===== src/rtl/data_memory_arbiter.sv =====
// data_memory_arbiter
//   Shares the data memory port between requester 0 (core load/store unit)
//   and requester 1 (DMA/debug). Requests are granted round-robin in IDLE,
//   then sequenced ISSUE -> (WAIT for LATENCY cycles on loads) -> RESP.
//   Misaligned halves/words and format 2'b11 are answered with an error and
//   never strobe the bus.
//
// Ports
//   clock, reset_n                 rising-edge clock, async active-low reset
//   reqN_valid/ready               request handshake (ready only in IDLE)
//   reqN_write/address/format/wdata request attributes (format[2] = unsigned)
//   rspN_valid/error/rdata         one-cycle response pulse per accepted request
//   mem_address/data_format/write_data  to data_memory_interface
//   mem_read_enable/write_enable   bus strobes, one cycle in ISSUE
//   mem_read_data                  formatted read data, valid LATENCY cycles
//                                  after the read strobe
module data_memory_arbiter #(
  parameter int unsigned LATENCY = 1
) (
  input  logic        clock,
  input  logic        reset_n,
  input  logic        req0_valid,
  output logic        req0_ready,
  input  logic        req0_write,
  input  logic [31:0] req0_address,
  input  logic [2:0]  req0_format,
  input  logic [31:0] req0_wdata,
  output logic        rsp0_valid,
  output logic        rsp0_error,
  output logic [31:0] rsp0_rdata,
  input  logic        req1_valid,
  output logic        req1_ready,
  input  logic        req1_write,
  input  logic [31:0] req1_address,
  input  logic [2:0]  req1_format,
  input  logic [31:0] req1_wdata,
  output logic        rsp1_valid,
  output logic        rsp1_error,
  output logic [31:0] rsp1_rdata,
  output logic [31:0] mem_address,
  output logic [2:0]  mem_data_format,
  output logic [31:0] mem_write_data,
  output logic        mem_read_enable,
  output logic        mem_write_enable,
  input  logic [31:0] mem_read_data
);

  typedef enum logic [1:0] {IDLE, ISSUE, WAIT, RESP} state_t;

  localparam logic [1:0] CNT_LAST = 2'(LATENCY - 1);

  state_t      state;
  logic [1:0]  cnt;
  logic        last_grant;
  logic        lat_write;
  logic        lat_err;
  logic        lat_id;

  logic        grant0;
  logic        grant1;
  logic        sel_write;
  logic [31:0] sel_address;
  logic [2:0]  sel_format;
  logic [31:0] sel_wdata;
  logic        sel_err;

  // Round-robin: on conflict the requester that did not win last time goes.
  always_comb begin
    grant0 = 1'b0;
    grant1 = 1'b0;
    if (state == IDLE) begin
      if (req0_valid && req1_valid) begin
        grant0 = last_grant;
        grant1 = ~last_grant;
      end else begin
        grant0 = req0_valid;
        grant1 = req1_valid;
      end
    end
  end

  always_comb begin
    sel_write   = grant1 ? req1_write   : req0_write;
    sel_address = grant1 ? req1_address : req0_address;
    sel_format  = grant1 ? req1_format  : req0_format;
    sel_wdata   = grant1 ? req1_wdata   : req0_wdata;
    sel_err     = 1'b0;
    case (sel_format[1:0])
      2'b01:   sel_err = sel_address[0];
      2'b10:   sel_err = |sel_address[1:0];
      2'b11:   sel_err = 1'b1;
      default: sel_err = 1'b0;
    endcase
  end

  // Gated with reset_n so ready is 0 while reset is held.
  assign req0_ready = grant0 & reset_n;
  assign req1_ready = grant1 & reset_n;

  // The alignment check is evaluated on the request at accept time and
  // latched, so the strobes can be registered straight into ISSUE.
  always_ff @(posedge clock or negedge reset_n) begin
    if (!reset_n) begin
      state            <= IDLE;
      cnt              <= '0;
      last_grant       <= 1'b1;
      lat_write        <= 1'b0;
      lat_err          <= 1'b0;
      lat_id           <= 1'b0;
      mem_address      <= '0;
      mem_data_format  <= '0;
      mem_write_data   <= '0;
      mem_read_enable  <= 1'b0;
      mem_write_enable <= 1'b0;
      rsp0_valid       <= 1'b0;
      rsp0_error       <= 1'b0;
      rsp0_rdata       <= '0;
      rsp1_valid       <= 1'b0;
      rsp1_error       <= 1'b0;
      rsp1_rdata       <= '0;
    end else begin
      mem_read_enable  <= 1'b0;
      mem_write_enable <= 1'b0;
      rsp0_valid       <= 1'b0;
      rsp0_error       <= 1'b0;
      rsp0_rdata       <= '0;
      rsp1_valid       <= 1'b0;
      rsp1_error       <= 1'b0;
      rsp1_rdata       <= '0;
      case (state)
        IDLE: begin
          if (grant0 || grant1) begin
            lat_write        <= sel_write;
            lat_err          <= sel_err;
            lat_id           <= grant1;
            last_grant       <= grant1;
            mem_address      <= sel_address;
            mem_data_format  <= sel_format;
            mem_write_data   <= sel_wdata;
            mem_write_enable <= sel_write & ~sel_err;
            mem_read_enable  <= ~sel_write & ~sel_err;
            state            <= ISSUE;
          end
        end
        ISSUE: begin
          if (lat_write || lat_err) begin
            if (lat_id) begin
              rsp1_valid <= 1'b1;
              rsp1_error <= lat_err;
            end else begin
              rsp0_valid <= 1'b1;
              rsp0_error <= lat_err;
            end
            state <= RESP;
          end else begin
            cnt   <= '0;
            state <= WAIT;
          end
        end
        WAIT: begin
          if (cnt == CNT_LAST) begin
            if (lat_id) begin
              rsp1_valid <= 1'b1;
              rsp1_rdata <= mem_read_data;
            end else begin
              rsp0_valid <= 1'b1;
              rsp0_rdata <= mem_read_data;
            end
            state <= RESP;
          end else begin
            cnt <= cnt + 2'd1;
          end
        end
        RESP: state <= IDLE;
        default: state <= IDLE;
      endcase
    end
  end

endmodule


===== config.mk =====
export PLATFORM = sky130hd
export DESIGN_NAME = data_memory_arbiter
export DESIGN_NICKNAME = d
export VERILOG_FILES = /design/src/rtl/data_memory_arbiter.sv
export SDC_FILE = /design/constraint.sdc
export NUM_CORES = 1
export LEC_CHECK = 0
export ABC_AREA = 1
export CELL_PAD_IN_SITES_DETAIL_PLACEMENT = 1
export CELL_PAD_IN_SITES_GLOBAL_PLACEMENT = 2
export CORE_MARGIN = 2
export CORE_UTILIZATION = 35
export CTS_CLUSTER_DIAMETER = 80
export CTS_CLUSTER_SIZE = 14
export DETAILED_ROUTE_END_ITERATION = 10
export DONT_BUFFER_PORTS = 1
export PLACE_DENSITY = 0.88
export SYNTH_ARGS = -nofsm -noshare
export SYNTH_HDL_FRONTEND = slang
export SYNTH_SLANG_ARGS = --single-unit

===== constraint.sdc =====
create_clock -name clock -period 2 [get_ports clock]
set_input_delay 0.5 -clock clock [delete_from_list [all_inputs] [get_ports clock]]
set_output_delay 0.5 -clock clock [all_outputs]
set_load 0.01 [all_outputs]

==> impl_metrics.ini, run 1 <==
[final_layout]
area_growth_pct = 15.6
drive_gt1_share_pct = 10.7
nets = 800
instances_no_fill = 857
final_area_mm2 = 0.00675
fillers = 1874
n_antenna_cell = 0

[critical_path]
r2r-start = state[1]$_DFFE_PN0P_
crit_arrival_ns = 1.45
crit_path_start_kind = flip-flop
slowest_stage = dfrtp_1
crit_path_max_fanout = 3
crit_path_cell_trace = inv_2, ha_4, nand2_4, inv_4, nand2_8, nor2_4, buf_6
max_stage_delay_ns = 0.40
critical-path-top-delay-family = flip-flops
cp.required_ns = 1.50
rrSetupSlack_ns = 0.18
worst-path-stages = 7
rr_worst_depth = 9
criticalPathCategory = flip-flop to output pin
end_kind = output pin
r2r-end = mem_address[29]$_DFFE_PN0P_
crit_buf_inv = 3

[sta]
clock.fmax_mhz = 513
skew_ns = 0.00941
rsz0062_at_grt = yes
worstMarginPinSlew_ns = 0.632
worst_hold_slack_ns = -0.215
max_slew_margin_pct = 57.9
hold_viol = 145
worst_slack_ns = 0.0494
period_needed_ns = 1.95
post-route-period-util_pct = 97.5
setup_violations = 0
drv_slew = 0
tns_ns = 0

[worst_hold_path]
hold_class = input pin to async pin

[place]
pre_cts_ws_ns = 0.0859
dp_hpwl_um = 11800
gp_congestion = 0.784
io_buffers = 0
postPlaceCellArea_mm2 = 0.00601
place_inst = 814

[floorplanning]
core_area_mm2 = 0.0165
initial_core_util_pct = 35.5
dieHeight_um = 133
rows = 47
die_area_mm2 = 0.0177
ios = 311
die_w_um = 133

[synthesis]
syn_inst = 624
yosys.cell_count.top_type = nand2_1
synth_top_area_share_pct = 61.7
synthTopCellsByArea = dfrtp_1 62%, nand2_1 9.4%, a31oi_1 7.0%
avgSynthCellArea_um2 = 9.36
synth_flop_cell = dfrtp_1
async_reset_ff_share_pct = 100
synthTopCellsByCount = 146 x nand2_1, 144 x dfrtp_1, 81 x nor2_1, 66 x nor3_1, 65 x a31oi_1
ys_seq_area_share_pct = 62.2
synth.distinct_cells = 21
synth_area_mm2 = 0.00584
synth-edff-count = 0
ys_ff_latch = 145
synth_fp_nets = 800
synth_warnings = 0
synth_area_leader_cell = dfrtp_1

[grt]
busiest_layer = met2
grt_pass1_vias = 4735
met2_usage_pct = 33.0
track_usage_pct = 18.6
antenna_found_initial = 0
gr-total-overflow = 0
use_met3_pct = 5.97
grt_pass1_wl_um = 25800
grt_max_degree = 147
grt_use_met1_pct = 20.8

[power]
p_total_mw = 11.5
leakagePower_nw = 3.17
power.density_mw_per_mm2 = 1700
peakVddDrop_v = 0.000862

[clocking]
clock_path_buffers = 2
cts_max_level = 4
cts_tree = done
clk_latency_ns = 0.42
ctsRootBufferMaster = clkbuf_16
numCtsBuffers = 17
clk_pin_slew_worst_paths_ns = 0.07
cts_sinks = 145

[routing]
wl_per_cell_um = 19.4
drc = 0
avgViaCountPerCell = 5.16
num_vias = 4422
first_iter_violations = 239
first_pass_iters = 4
totalWireLength_um = 16700
antenna_left = 0

[status]
status = finished, violations left
violations = negative hold slack

[job]
max_cap_violations = 0
worst max path at each step:
stage                              start    endpoint
floorplan           state[0]$_DFFE_PN0P_  req1_ready
global placement    state[0]$_DFFE_PN0P_  req1_ready
detailed placement  state[1]$_DFFE_PN0P_  req1_ready
CTS                 state[1]$_DFFE_PN0P_  req0_ready
global route        state[1]$_DFFE_PN0P_  req1_ready
finish              state[1]$_DFFE_PN0P_  req1_ready
registers in the layout (all words and copies together) (netlist names), 2 cells and up:
name,flops
rsp0_rdata,32
mem_data_format,3
mem_write_data,32
rsp1_rdata,32
state,2
mem_address,32
cnt,2
timing repair:
action,4_1_cts,5_1_grt
hold endpoints to repair,145,145
gates cloned,0,0
pin swaps,1,4
setup endpoints to repair,2,2
setup buffers,8,3
resized for setup,9,6
metrics by stage:
stage               utilization [%]  hold WS (ns)
global route                   41.0        -0.248
detailed placement             36.5         0.207
floorplan                         -         0.204
finish                         41.0        -0.215
global placement               36.5         0.207
CTS                            40.7        -0.243
logic make-up (layout without fill, tap and decap cells):
logic type,Yosys count,count (layout),share of synthesized area (%)
buffers and inverters,91,104,7.24
flip-flops,145,145,62.2
adder cells (fa/ha/maj),4,4,0.857
AND/OR/NAND/NOR,304,304,21.4
AO/OA/AOI/OAI,80,80,8.36
area by class of cell:
type                       count  area [um^2]  area share (%)
timing repair buffer          23          214            3.17
tap                          220          275            4.08
multi-input combinational    388         1850            27.4
clock inverter                15          165            2.45
clock buffer                  17          425            6.30
sequential                   145         3630            53.8
inverter                      49          186            2.76
where the power goes:
part           internal, mW  switching, mW  leakage (nW)
clock network          1.78           1.38         0.284
registers              4.01           1.26          1.80
logic                  1.12           1.94          1.09
total                  6.91           4.57          3.17
metal layers:
metal / part of all wire [%] / wire length (um) / vias up
met5: 0 / 0 / -
met4: 3.0 / 503 / 0
met3: 7.2 / 1200 / 31
met2: 52 / 8710 / 172
met1: 38 / 6260 / 2193
li1: - / - / 2026
cells in the final DEF (no fill, tap or decap), types with 2 or more instances in the layout:
cell	count
nand2_1	144
dfrtp_1	144
nor2_1	80
nor3_1	66
a31oi_1	65
inv_1	45
buf_4	19
clkbuf_16	17
o21ai_0	8
nand3_1	7
inv_6	6
a21oi_1	5
nand2_4	3
ha_1	3
inv_8	3
buf_12	3
inv_2	2
nor2_4	2
clkinv_4	2
clkinvlp_4	2
No activity file was read; power rests on OpenSTA's default activity.
==> run 2: changes to the inputs <==
--- a/config.mk
+++ b/config.mk
@@ -6,6 +6,7 @@
 export NUM_CORES = 1
 export LEC_CHECK = 0
 export ABC_AREA = 1
+export CAP_MARGIN = 20
 export CELL_PAD_IN_SITES_DETAIL_PLACEMENT = 1
 export CELL_PAD_IN_SITES_GLOBAL_PLACEMENT = 2
 export CORE_MARGIN = 2
==> results of run 2 <==
The final DEF is identical to that of run 1; final timing and power are the same.
==> run 3: changes to the inputs <==
--- a/config.mk
+++ b/config.mk
@@ -11,7 +11,6 @@
 export CELL_PAD_IN_SITES_GLOBAL_PLACEMENT = 2
 export CORE_MARGIN = 2
 export CORE_UTILIZATION = 35
-export CTS_CLUSTER_DIAMETER = 80
 export CTS_CLUSTER_SIZE = 14
 export DETAILED_ROUTE_END_ITERATION = 10
 export DONT_BUFFER_PORTS = 1
@@ -19,3 +18,4 @@
 export SYNTH_ARGS = -nofsm -noshare
 export SYNTH_HDL_FRONTEND = slang
 export SYNTH_SLANG_ARGS = --single-unit
+export TNS_END_PERCENT = 20
==> run 3 against run 2 <==
  * The flow still finishes with violations (negative hold slack)
  * Total power about the same
  * Cell count down 0.12%
  * Sequential power about the same
  * Critical path depth unchanged
  * First-iteration DRC count down 3.8%
  * Die area unchanged
  * Setup slack worse by 0.0058 ns
  * Sequential share of layout area up 0.060 points
  * Critical path type unchanged
==> impl_metrics.ini, run 3 (synthesis gave the netlist of run 1 again) <==
[routing]
wl_per_cell_um = 19.4
antenna_left = 0
first_iter_violations = 230
totalWireLength_um = 16600
drc = 0
top_layer = met4
first_pass_iters = 4
avgViaCountPerCell = 5.17
wl_met2_um = 8660
wl_met3_um = 1190
wl_met1_um = 6250
num_vias = 4428

[power]
p_total_mw = 11.5
p_int_mw = 6.90
p_switching_mw = 4.57
clock_power_share_pct = 27.5
switching_share_pct = 39.9
leakagePower_nw = 3.17
combPwrFrac_pct = 26.6
power.density_mw_per_mm2 = 1700
pwr-share-seq_pct = 46.0
peakVddDrop_v = 0.000863

[final_layout]
multi_input_area_mm2 = 0.00185
drive_gt1_share_pct = 10.5
n_antenna_cell = 0
regArea_mm2 = 0.00363
area_growth_pct = 15.5
utilization_pct = 40.9
final_area_mm2 = 0.00674
final_cell_mix = 144 x nand2_1, 144 x dfrtp_1, 80 x nor2_1
fillers = 1873
nets = 799
instances_no_fill = 856

[place]
postPlaceCellArea_mm2 = 0.00601
io_buffers = 0
place_inst = 814
gp_congestion = 0.784
pre_cts_ws_ns = 0.0859
dp_hpwl_um = 11800

[floorplanning]
initial_core_util_pct = 35.5
die_w_um = 133
ios = 311
die_area_mm2 = 0.0177
dieHeight_um = 133
core_area_mm2 = 0.0165
rows = 47

[critical_path]
crit_path_start = state[1]$_DFFE_PN0P_
slowest_stage = dfrtp_1
cp.required_ns = 1.50
crit_path_start_kind = flip-flop
crit_path_max_fanout = 3
crit_buf_inv = 3
crit_arrival_ns = 1.46
max_stage_delay_ns = 0.40
r2r-start = state[1]$_DFFE_PN0P_
end_kind = output pin
crit_path_cell_trace = inv_2, ha_4, nand2_4, inv_4, nand2_8, nor2_4, buf_6
criticalPathCategory = flip-flop to output pin
critical-path-top-delay-family = flip-flops

[worst_hold_path]
hold_class = input pin to async pin

[sta]
worstMarginPinSlew_ns = 0.639
rsz0062_at_grt = yes
clock.fmax_mhz = 511
worst_hold_slack_ns = -0.215
skew_ns = 0.00935
post-route-period-util_pct = 97.8
period_needed_ns = 1.96
worst_slack_ns = 0.0436
setup_violations = 0
tns_ns = 0
max_slew_margin_pct = 57.4
drv_slew = 0
hold_viol = 145

[status]
status = finished, violations left
violations = negative hold slack

[clocking]
cts_tree = done
cts_max_level = 4
clk_pin_slew_worst_paths_ns = 0.07
clk_latency_ns = 0.42
ctsRootBufferMaster = clkbuf_16
numCtsBuffers = 17
clock_path_buffers = 2
cts_sinks = 145

[grt]
grt_pass1_wl_um = 25800
antenna_found_initial = 0
grt_pass1_vias = 4735
track_usage_pct = 18.6
grt_max_degree = 147
gr-total-overflow = 0

[job]
max_cap_violations = 0
-- run 3: cell types whose count changed in the layout (fill, tap and decap cells not counted), sizes merged --
cell,before,now
buf,23,22
-- run 3: routing by layer --
metal  vias to the layer above  global-route usage (%)
met2                       179                    33.0
met4                         0                    7.68
met5                         -                       0
met3                        35                    5.97
li1                       2022                       -
met1                      2192                    20.8
-- run 3: final cells by class --
class	count	area share [%]
Clock buffer	17	6.31
Clock inverter	15	2.45
Inverter	49	2.77
Multi-Input combinational cell	388	27.5
Sequential cell	145	53.9
Tap cell	220	4.08
Timing Repair Buffer	22	3.06
-- run 3: power groups by stage --
stage	Clock, mW	Sequential (mW)	Combinational, mW
floorplan	0	4.99	2.32
global placement	0	5.29	2.63
detailed placement	0	5.35	2.84
CTS	3.23	5.30	3.02
global route	3.37	5.38	3.48
finish	3.15	5.27	3.05
-- run 3: repair_timing --
action                                  4_1_cts  5_1_grt
pin swaps                                     1        4
endpoints found under the setup margin        2        2
hold endpoints to repair                    145      145
setup buffers                                 8        2
resized for setup                             9        6
-- run 3: worst reg2reg max path: stages (launching register included) --
cell     delay, ns
dfrtp_1       0.40
inv_2         0.10
ha_4          0.18
nand2_4       0.06
buf_4         0.13
buf_4         0.15
nor2_4        0.17
buf_4         0.28
nand2_1       0.12
a31oi_1       0.16
-- run 3: worst paths after layout --
check | slack, ns | depth (start not counted) | to
worst min register to register | 0.50 | 1 | rsp0_error$_DFF_PN0_
min in group clock | 0.21 | 2 | rsp1_rdata[26]$_DFF_PN0_
worst min-delay path | -0.22 | 0 | mem_address[27]$_DFFE_PN0P_
max in group asynchronous | 2.02 | 0 | last_grant$_DFFE_PN1P_
worst max-delay path | 0.04 | 7 | req1_ready
worst max register to register | 0.18 | 9 | mem_address[29]$_DFFE_PN0P_
